**config.mk**
```make
export PLATFORM = sky130hd
export DESIGN_NAME = updown_counter_ctrl
export DESIGN_NICKNAME = d
export VERILOG_FILES = /design/src/rtl/updown_counter_ctrl.sv
export SDC_FILE = /design/constraint.sdc
export NUM_CORES = 1
export LEC_CHECK = 0
export CORE_MARGIN = 2
export CORE_UTILIZATION = 50
export DETAILED_ROUTE_END_ITERATION = 8
export PLACE_DENSITY_LB_ADDON = 0.15
export RECOVER_POWER = 50
export SYNTH_ARGS = -nofsm -noshare
export SYNTH_HDL_FRONTEND = slang
export SYNTH_SLANG_ARGS = --single-unit
```
**constraint.sdc**
```tcl
create_clock -name clk -period 2.1 [get_ports clk]
set_input_delay 0.21 -clock clk [delete_from_list [all_inputs] [get_ports clk]]
set_output_delay 0.21 -clock clk [all_outputs]
set_load 0.01 [all_outputs]
```
**src/rtl/updown_counter_ctrl.sv**
```systemverilog
// Up/down counter driven by two active-low push-buttons.
// Each button is synchronised and edge-detected, and auto-repeats while held.
// Count range, saturate/wrap behaviour and repeat timing are parameters.
// A synchronous load with clamping overrides the buttons.
module updown_counter_ctrl #(
    parameter int unsigned WIDTH       = 3,
    parameter int unsigned MIN_VAL     = 0,
    parameter int unsigned MAX_VAL     = 7,
    parameter int unsigned WRAP        = 0,
    parameter int unsigned SYNC_STAGES = 2,
    parameter int unsigned RPT_DLY     = 8,
    parameter int unsigned RPT_PER     = 4
) (
    input  logic             clk,
    input  logic             reset,
    input  logic             up_n,
    input  logic             down_n,
    input  logic             load,
    input  logic [WIDTH-1:0] load_val,
    output logic [WIDTH-1:0] count,
    output logic             full,
    output logic             empty,
    output logic             leds
);

    localparam int unsigned TMAX = (RPT_DLY > RPT_PER) ? RPT_DLY : RPT_PER;
    localparam int unsigned TW   = $clog2(TMAX + 1);

    localparam logic [WIDTH-1:0] MIN_W = WIDTH'(MIN_VAL);
    localparam logic [WIDTH-1:0] MAX_W = WIDTH'(MAX_VAL);

    // Timer values at which a step fires (compared before the increment).
    localparam logic [TW-1:0] DLY_LAST = TW'((RPT_DLY == 0) ? 0 : RPT_DLY - 1);
    localparam logic [TW-1:0] PER_LAST = TW'((RPT_PER == 0) ? 0 : RPT_PER - 1);

    typedef enum logic [1:0] {
        StIdle,
        StHold,
        StRpt
    } btn_state_e;

    // Index 0 is the up button, index 1 the down button.
    localparam int unsigned BTN_UP = 0;
    localparam int unsigned BTN_DN = 1;

    logic [SYNC_STAGES-1:0] up_sync_q;
    logic [SYNC_STAGES-1:0] dn_sync_q;
    logic [1:0]             btn_lvl;

    btn_state_e             btn_q [2];
    btn_state_e             btn_d [2];
    logic [TW-1:0]          tmr_q [2];
    logic [TW-1:0]          tmr_d [2];
    logic [1:0]             step_req;

    logic [WIDTH-1:0]       count_q;
    logic [WIDTH-1:0]       count_d;
    logic                   leds_q;
    logic                   leds_d;
    logic [WIDTH-1:0]       load_clamped;

    // Button synchronisers; reset to the released (high) level.
    always_ff @(posedge clk or negedge reset) begin
        if (!reset) begin
            up_sync_q <= '1;
            dn_sync_q <= '1;
        end else begin
            up_sync_q <= {up_sync_q[SYNC_STAGES-2:0], up_n};
            dn_sync_q <= {dn_sync_q[SYNC_STAGES-2:0], down_n};
        end
    end

    assign btn_lvl[BTN_UP] = up_sync_q[SYNC_STAGES-1];
    assign btn_lvl[BTN_DN] = dn_sync_q[SYNC_STAGES-1];

    // Button FSM state and repeat timer registers.
    always_ff @(posedge clk or negedge reset) begin
        if (!reset) begin
            for (int b = 0; b < 2; b++) begin
                btn_q[b] <= StIdle;
                tmr_q[b] <= '0;
            end
        end else begin
            for (int b = 0; b < 2; b++) begin
                btn_q[b] <= btn_d[b];
                tmr_q[b] <= tmr_d[b];
            end
        end
    end

    // Button FSM next state: press edge, initial hold delay, then periodic repeat.
    always_comb begin
        for (int b = 0; b < 2; b++) begin
            btn_d[b]    = btn_q[b];
            tmr_d[b]    = tmr_q[b];
            step_req[b] = 1'b0;
            unique case (btn_q[b])
                StIdle: begin
                    if (!btn_lvl[b]) begin
                        step_req[b] = 1'b1;
                        tmr_d[b]    = '0;
                        btn_d[b]    = StHold;
                    end
                end
                StHold: begin
                    if (btn_lvl[b]) begin
                        btn_d[b] = StIdle;
                        tmr_d[b] = '0;
                    end else if (RPT_DLY != 0) begin
                        if (tmr_q[b] == DLY_LAST) begin
                            step_req[b] = 1'b1;
                            tmr_d[b]    = '0;
                            btn_d[b]    = StRpt;
                        end else begin
                            tmr_d[b] = tmr_q[b] + TW'(1);
                        end
                    end
                end
                StRpt: begin
                    if (btn_lvl[b]) begin
                        btn_d[b] = StIdle;
                        tmr_d[b] = '0;
                    end else if (tmr_q[b] == PER_LAST) begin
                        step_req[b] = 1'b1;
                        tmr_d[b]    = '0;
                    end else begin
                        tmr_d[b] = tmr_q[b] + TW'(1);
                    end
                end
                default: begin
                    btn_d[b] = StIdle;
                    tmr_d[b] = '0;
                end
            endcase
        end
    end

    // Clamp the load value into the legal count range.
    always_comb begin
        load_clamped = load_val;
        if (int'(load_val) < int'(MIN_VAL)) begin
            load_clamped = MIN_W;
        end else if (int'(load_val) > int'(MAX_VAL)) begin
            load_clamped = MAX_W;
        end
    end

    // Count next state: load beats buttons; simultaneous up+down is a no-op.
    // Limit checks come before the arithmetic so the count never leaves its range.
    always_comb begin
        count_d = count_q;
        leds_d  = leds_q;
        if (load) begin
            count_d = load_clamped;
            leds_d  = 1'b0;
        end else if (step_req[BTN_UP] && step_req[BTN_DN]) begin
            count_d = count_q;
        end else if (step_req[BTN_UP]) begin
            if (count_q == MAX_W) begin
                leds_d = 1'b1;
                if (WRAP != 0) begin
                    count_d = MIN_W;
                end
            end else begin
                count_d = count_q + WIDTH'(1);
                leds_d  = 1'b0;
            end
        end else if (step_req[BTN_DN]) begin
            if (count_q == MIN_W) begin
                leds_d = 1'b1;
                if (WRAP != 0) begin
                    count_d = MAX_W;
                end
            end else begin
                count_d = count_q - WIDTH'(1);
                leds_d  = 1'b0;
            end
        end
    end

    // Count and limit-flag registers.
    always_ff @(posedge clk or negedge reset) begin
        if (!reset) begin
            count_q <= MIN_W;
            leds_q  <= 1'b0;
        end else begin
            count_q <= count_d;
            leds_q  <= leds_d;
        end
    end

    assign count = count_q;
    assign leds  = leds_q;
    assign full  = (count_q == MAX_W);
    assign empty = (count_q == MIN_W);

endmodule
```
* Word-level counts from Yosys, hierarchy flattened
Cells that the tools add are included.
** Operators by class
- Muxes and demuxes :: 46
- Reduce and logical (&&, ||, !) cells :: 9
- Equality and inequality tests :: 18
- $add $sub $neg :: 4
** Operators with widths (number)
- $mux 4 :: 10
- $pmux 4 s3 :: 2
- $mux 3 :: 6
- $mux 1 :: 16
- $mux 2 :: 8
- $pmux 2 s3 :: 2
- $ne 2x2->1 const B :: 5
- $ne 3x3->1 const B :: 3
- $add 4x1->4 const B :: 2
- $eq 4x2->1 const B :: 2
- $eq 4x3->1 const B :: 2
- $pmux 1 s3 :: 2
- $reduce_and 3->1 :: 2
- $eq 2x1->1 const B :: 2
- $eq 2x2->1 const B :: 2
- $logic_not 2->1 :: 2
- $reduce_and 4->1 :: 1
- $add 3x1->3 const B :: 1
- $eq 3x3->1 const B :: 1
- $logic_not 3->1 :: 1
- $ne 3x2->1 const B :: 1
- $reduce_bool 3->1 :: 1
- $sub 3x1->3 const B :: 1
- $reduce_and 2->1 :: 1
- $logic_and 1x1->1 :: 1
** Word-level totals
- Flip-flop bits (word level) :: 20
- Input bits :: 8
- Word-level logic and storage cells :: 85
- Output and inout bits :: 6

* Depth between registers and ports, before layout
- Word-level depth :: 8
- Depth in mapped cells :: 9
- Mapped depth without buffers :: 9

* Worst setup path after synthesis
No wires, ideal clock.
- Path kind :: register -> register
- Start point :: register btn_q[3] (netlist name)
- End point :: register count_q[2], in the netlist count[2]
- Path buffers :: 0
- Stages on the path, launching flop included :: 10
- Arrival time :: 1.956 ns
- Period minus slack after synthesis :: 2.060 ns
- Required time :: 1.996 ns
- Setup time :: 0.104 ns
- Path slack :: 0.040 ns
- Path through :: dfrtp_1 -> inv_1 -> ha_1 -> nor3b_1 -> a21o_4 -> inv_4 -> fa_1 -> nor4_1 -> o21ai_0 -> o311ai_1
** On the way
- Cells in the longest elaborated chain, start to end :: 5
- Elaborated cells between the ends (all ways) :: 13
- Those cells by class :: 5 x eq/ne; 4 x mux; 4 x reduce/logical
** Ends and longest elaborated chain
- from (decl) :: line 50 : btn_state_e btn_q [2];
- from (signal, indexed assignment) :: line 80 : btn_q[b] <= StIdle;
- from (signal, indexed assignment) :: line 85 : btn_q[b] <= btn_d[b];
- $eq 2x2->1 (tied with other cells) :: line 97 : unique case (btn_q[b])
- $pmux 1 s3 (*) :: line 97
- $logic_and 1x1->1 or $mux 3 (tied branches) :: line 156, 158
- $ne 2x2->1 (no source line) or $mux 3 (tied branches)
- $reduce_and 4->1 (no source line) or $mux 3 (tied branches)
- to (signal assigned) :: line 187 : count_q <= count_d;
- to (decl) :: line 56 : logic [WIDTH-1:0] count_q;
Mark *: on every way between the ends. The rest lies on a longest branch, timed or not. The select of a mux whose other input is x is not followed.
A chain may end at the register's enable or synchronous reset.

* Worst setup path after layout
- Start point :: register btn_q[2] (netlist name)
- End point :: register count_q[2], in the netlist count[2]
Same word-level chain as after synthesis.

==> flow_metrics.py <==
metrics = {
    "outcome": {
        "run_status": "finished, final reports clean",
    },
    "synthesis": {
        "syn_nets": 151,
        "synth_top_area_share_pct": 29.99,
        "synthesis.instances": 130,
        "mappedNetlistArea_sq_mm": 0.001335,
        "ys.warnings.count": 0,
        "ys_ff_latch": 20,
        "synth_edf_count": 0,
        "yosys-top-cells-area": "dfrtp_1 30%, ha_1 11%, dfstp_2 7.9%",
        "synthFlopType": "dfrtp_1",
        "synth_top_area_cell": "dfrtp_1",
        "synth.avg_cell_area_sq_um": 10.27,
        "yosysSeqAreaShare_pct": 37.86,
        "ys_types": 46,
        "async_reset_ff_share_pct": 100.0,
    },
    "clock_network": {
        "cts_buffer_depth": 2,
        "hold_buffers": 0,
        "cts_tree": "built",
        "clkTransAtPathRegs_ns": 0.11,
        "cts_sinks": 20,
        "clk_latency_ns": 0.31,
        "cts_inserted_buffers": 3,
        "clockRootBuffer": "clkbuf_4",
        "htreeDepth": 1,
    },
    "placement": {
        "hpwl_um": 2057,
        "dp.cells": 179,
        "port-buffer-count": 13,
        "routabilityCongestion": 0.8115,
    },
    "route": {
        "vias": 1081,
        "first_iter_violations": 12,
        "drtAntennaViolNets": 0,
        "wl_per_cell_um": 14.67,
        "wl_um": 2700,
        "wl_met3_um": 59,
        "m1WireLength_um": 1208,
        "firstDrtPassIters": 4,
        "wl_met2_um": 1397,
        "drc": 0,
        "top_layer": "met4",
        "vias_per_cell": 5.875,
    },
    "pwr": {
        "combPwrFrac_pct": 52.1,
        "power_mw": 1.686,
        "ir_worst_vdd_uv": 705.2,
        "p_per_area_mw_per_mm2": 1030,
        "seqPwrFrac_pct": 34.3,
        "swShare_pct": 41.45,
        "p_leak_nw": 0.7362,
        "power.share.clock_pct": 13.6,
        "switching_power_uw": 699.0,
        "p_int_uw": 987.4,
    },
    "job": {
        "maxCapViolCount": 0,
    },
    "floorplan": {
        "die_x_um": 55.67,
        "start_util_pct": 53.40,
        "coreArea_sq_mm": 0.002500,
        "io_pins": 14,
        "dieArea_sq_mm": 0.003099,
        "rows": 18,
        "die_height_um": 55.67,
    },
    "min_path": {
        "hp-class": "reg -> reg",
        "min_delay_path_depth": 0,
        "hold_end": "up_sync_q[1]$_DFF_PN1_",
        "min_from": "up_sync_q[0]$_DFF_PN1_",
    },
    "critical_path": {
        "worstPathMaxFanout": 4,
        "critical_path_arrival_ns": 2.21,
        "crit_path_cell_trace": "ha_2 > nor4b_4 > a21o_4 > inv_4 > fa_2 > and4_1 > o21ai_1 > o311ai_1",
        "crit_type": "reg -> reg",
        "crit_path_end_kind": "flip-flop",
        "cp_slowest_stage_delay_ns": 0.44,
        "rr_endpoint": "count[2]$_DFFE_PN0P_",
        "slowest_stage": "dfrtp_1",
        "r2r_slack_ns": 0.08,
        "cp-start-kind": "flip-flop",
        "reg2reg_from": "btn_q[2]$_DFFE_PN0P_",
        "worstRegToRegCells": 8,
        "critPathRequiredTime_ns": 2.29,
    },
    "sta": {
        "final-setup-viol-count": 0,
        "timing.final.crit_share_pct": 96.14,
        "fin_hold_ws_ns": 0.3646,
        "tightest_slew_ns": 1.081,
        "hold_violations": 0,
        "max_slew_margin_pct": 27.96,
        "drv_slew": 0,
        "rsz0062_at_grt": "true",
        "max_freq_mhz": 495.3,
        "finClkSkew_ns": 0.001747,
        "final.min_clock_period_ns": 2.019,
    },
    "grt": {
        "grt_antenna_before_repair": 0,
        "grt_pass1_wl_um": 4657,
        "grt_max_degree": 21,
        "grt_pass1_vias": 1079,
        "grt_use_total_pct": 18.79,
        "grt-ovfl-total": 0,
    },
    "finish": {
        "nets": 176,
        "fin_cells": 184,
        "antenna_cells": 0,
        "drive_gt1_share_pct": 24.03,
        "area_delta_synth_final_pct": 22.68,
    },
}
[layer usage]
layer  track usage, %  vias to the layer above
li1                 -                      524
met1            23.19                      532
met2            33.16                       20
met3            3.023                        5
met4            6.272                        0
met5                0                        -
[layout by cell type, fill, tap and decap left out, types with 2 or more instances in the layout]
| cell | netlist | routed |
|---|---|---|
| nor2b_1 | 3 | 3 |
| nor3_1 | 3 | 2 |
| nand2b_1 | 3 | 3 |
| clkbuf_4 | 0 | 3 |
| inv_2 | 0 | 2 |
| dlygate4sd3_1 | 0 | 3 |
| a32o_1 | 2 | 2 |
| nand2_1 | 11 | 11 |
| a21o_1 | 2 | 2 |
| o31ai_1 | 3 | 3 |
| nand3b_1 | 2 | 2 |
| ha_1 | 12 | 11 |
| and3_1 | 2 | 2 |
| o22ai_1 | 2 | 2 |
| inv_1 | 7 | 5 |
| mux2_4 | 2 | 2 |
| dfstp_2 | 4 | 4 |
| o21ai_1 | 5 | 6 |
| mux2_1 | 2 | 2 |
| a221oi_2 | 2 | 2 |
| nand3_1 | 3 | 3 |
| clkdlybuf4s50_1 | 0 | 10 |
| dfrtp_1 | 16 | 16 |
| nor4b_4 | 1 | 2 |
| o21ai_0 | 5 | 4 |
| nor2_1 | 6 | 6 |
| a21oi_1 | 8 | 8 |
| buf_4 | 0 | 8 |
[kinds of logic after synthesis]
family,share of synthesized area (%)
simple gates,20.15
mux,4.780
xor+xnor,1.312
fa+ha+maj,12.75
compound gates,19.96
flops,37.86
buf+inv,3.186
[critical path, delay by kind of cell (launching register included)]
kind	cells	cell delay, ns
buffers and inverters	1	0.03
AO/OA/AOI/OAI	3	0.40
flip-flops	1	0.44
AND/OR/NAND/NOR	2	0.45
adder cells (fa/ha/maj)	2	0.59
[layout make-up]
class                   count  area, sq um
fillers                   193        862.1
well taps                  30        37.54
clock buffers               4        36.28
flip-flops and latches     20        505.5
repair buffers             22        193.9
inverters                   8        32.53
multi-input cells         100        832.0
[per-stage QoR]
step                setup TNS (ns)  instance area (sq um)  util [%]  worst slack (ns)
detailed placement        -0.08718                   1553     62.11          -0.08718
finish                           0                   1638     65.52           0.08097
floorplan                        0                   1335         -           0.04015
global route              -0.01828                   1638     65.52          -0.01071
CTS                              0                   1600     64.01           0.01958
global placement                 0                   1553     62.11           0.03634
[cell usage after synthesis, drive strengths merged, types with 4 or more instances]
cell and number:
mux2 5, nand2 11, o21ai 10, dfrtp 16
inv 8, nor2 7, dfstp 4, a21oi 8
ha 12
[flip-flops by register name, indices dropped and copies added, names as in the netlist]
name / cells
btn_q: 4
count: 3
dn_sync_q: 2
leds: 1
tmr_q: 8
up_sync_q: 2
[timing repair]
item,in CTS,in global routing
setup endpoints to repair,1,3
setup buffers,0,1
resized for setup,2,9
pin swaps,1,2
[how the worst max path moves through the flow]
| stage | from | endpoint | cells after the start |
|---|---|---|---|
| finish | btn_q[2]$_DFFE_PN0P_ | count[2]$_DFFE_PN0P_ | 8 |
| global placement | btn_q[3]$_DFFE_PN0P_ | count[2]$_DFFE_PN0P_ | 9 |
| detailed placement | btn_q[3]$_DFFE_PN0P_ | count[2]$_DFFE_PN0P_ | 9 |
| CTS | btn_q[3]$_DFFE_PN0P_ | count[2]$_DFFE_PN0P_ | 8 |
| floorplan | btn_q[3]$_DFFE_PN0P_ | count[2]$_DFFE_PN0P_ | 9 |
| global route | btn_q[3]$_DFFE_PN0P_ | count[2]$_DFFE_PN0P_ | 8 |
[power by group through the flow]
stage	Clock, mW	Combinational [mW]	Sequential (mW)
final	0.229	0.879	0.579
after global routing	0.250	0.989	0.589
after CTS	0.234	0.848	0.573
after detailed placement	0	0.834	0.579
after global placement	0	0.801	0.571
after floorplan	0	0.570	0.566
Note: power is estimated with default switching activity, not from simulation.
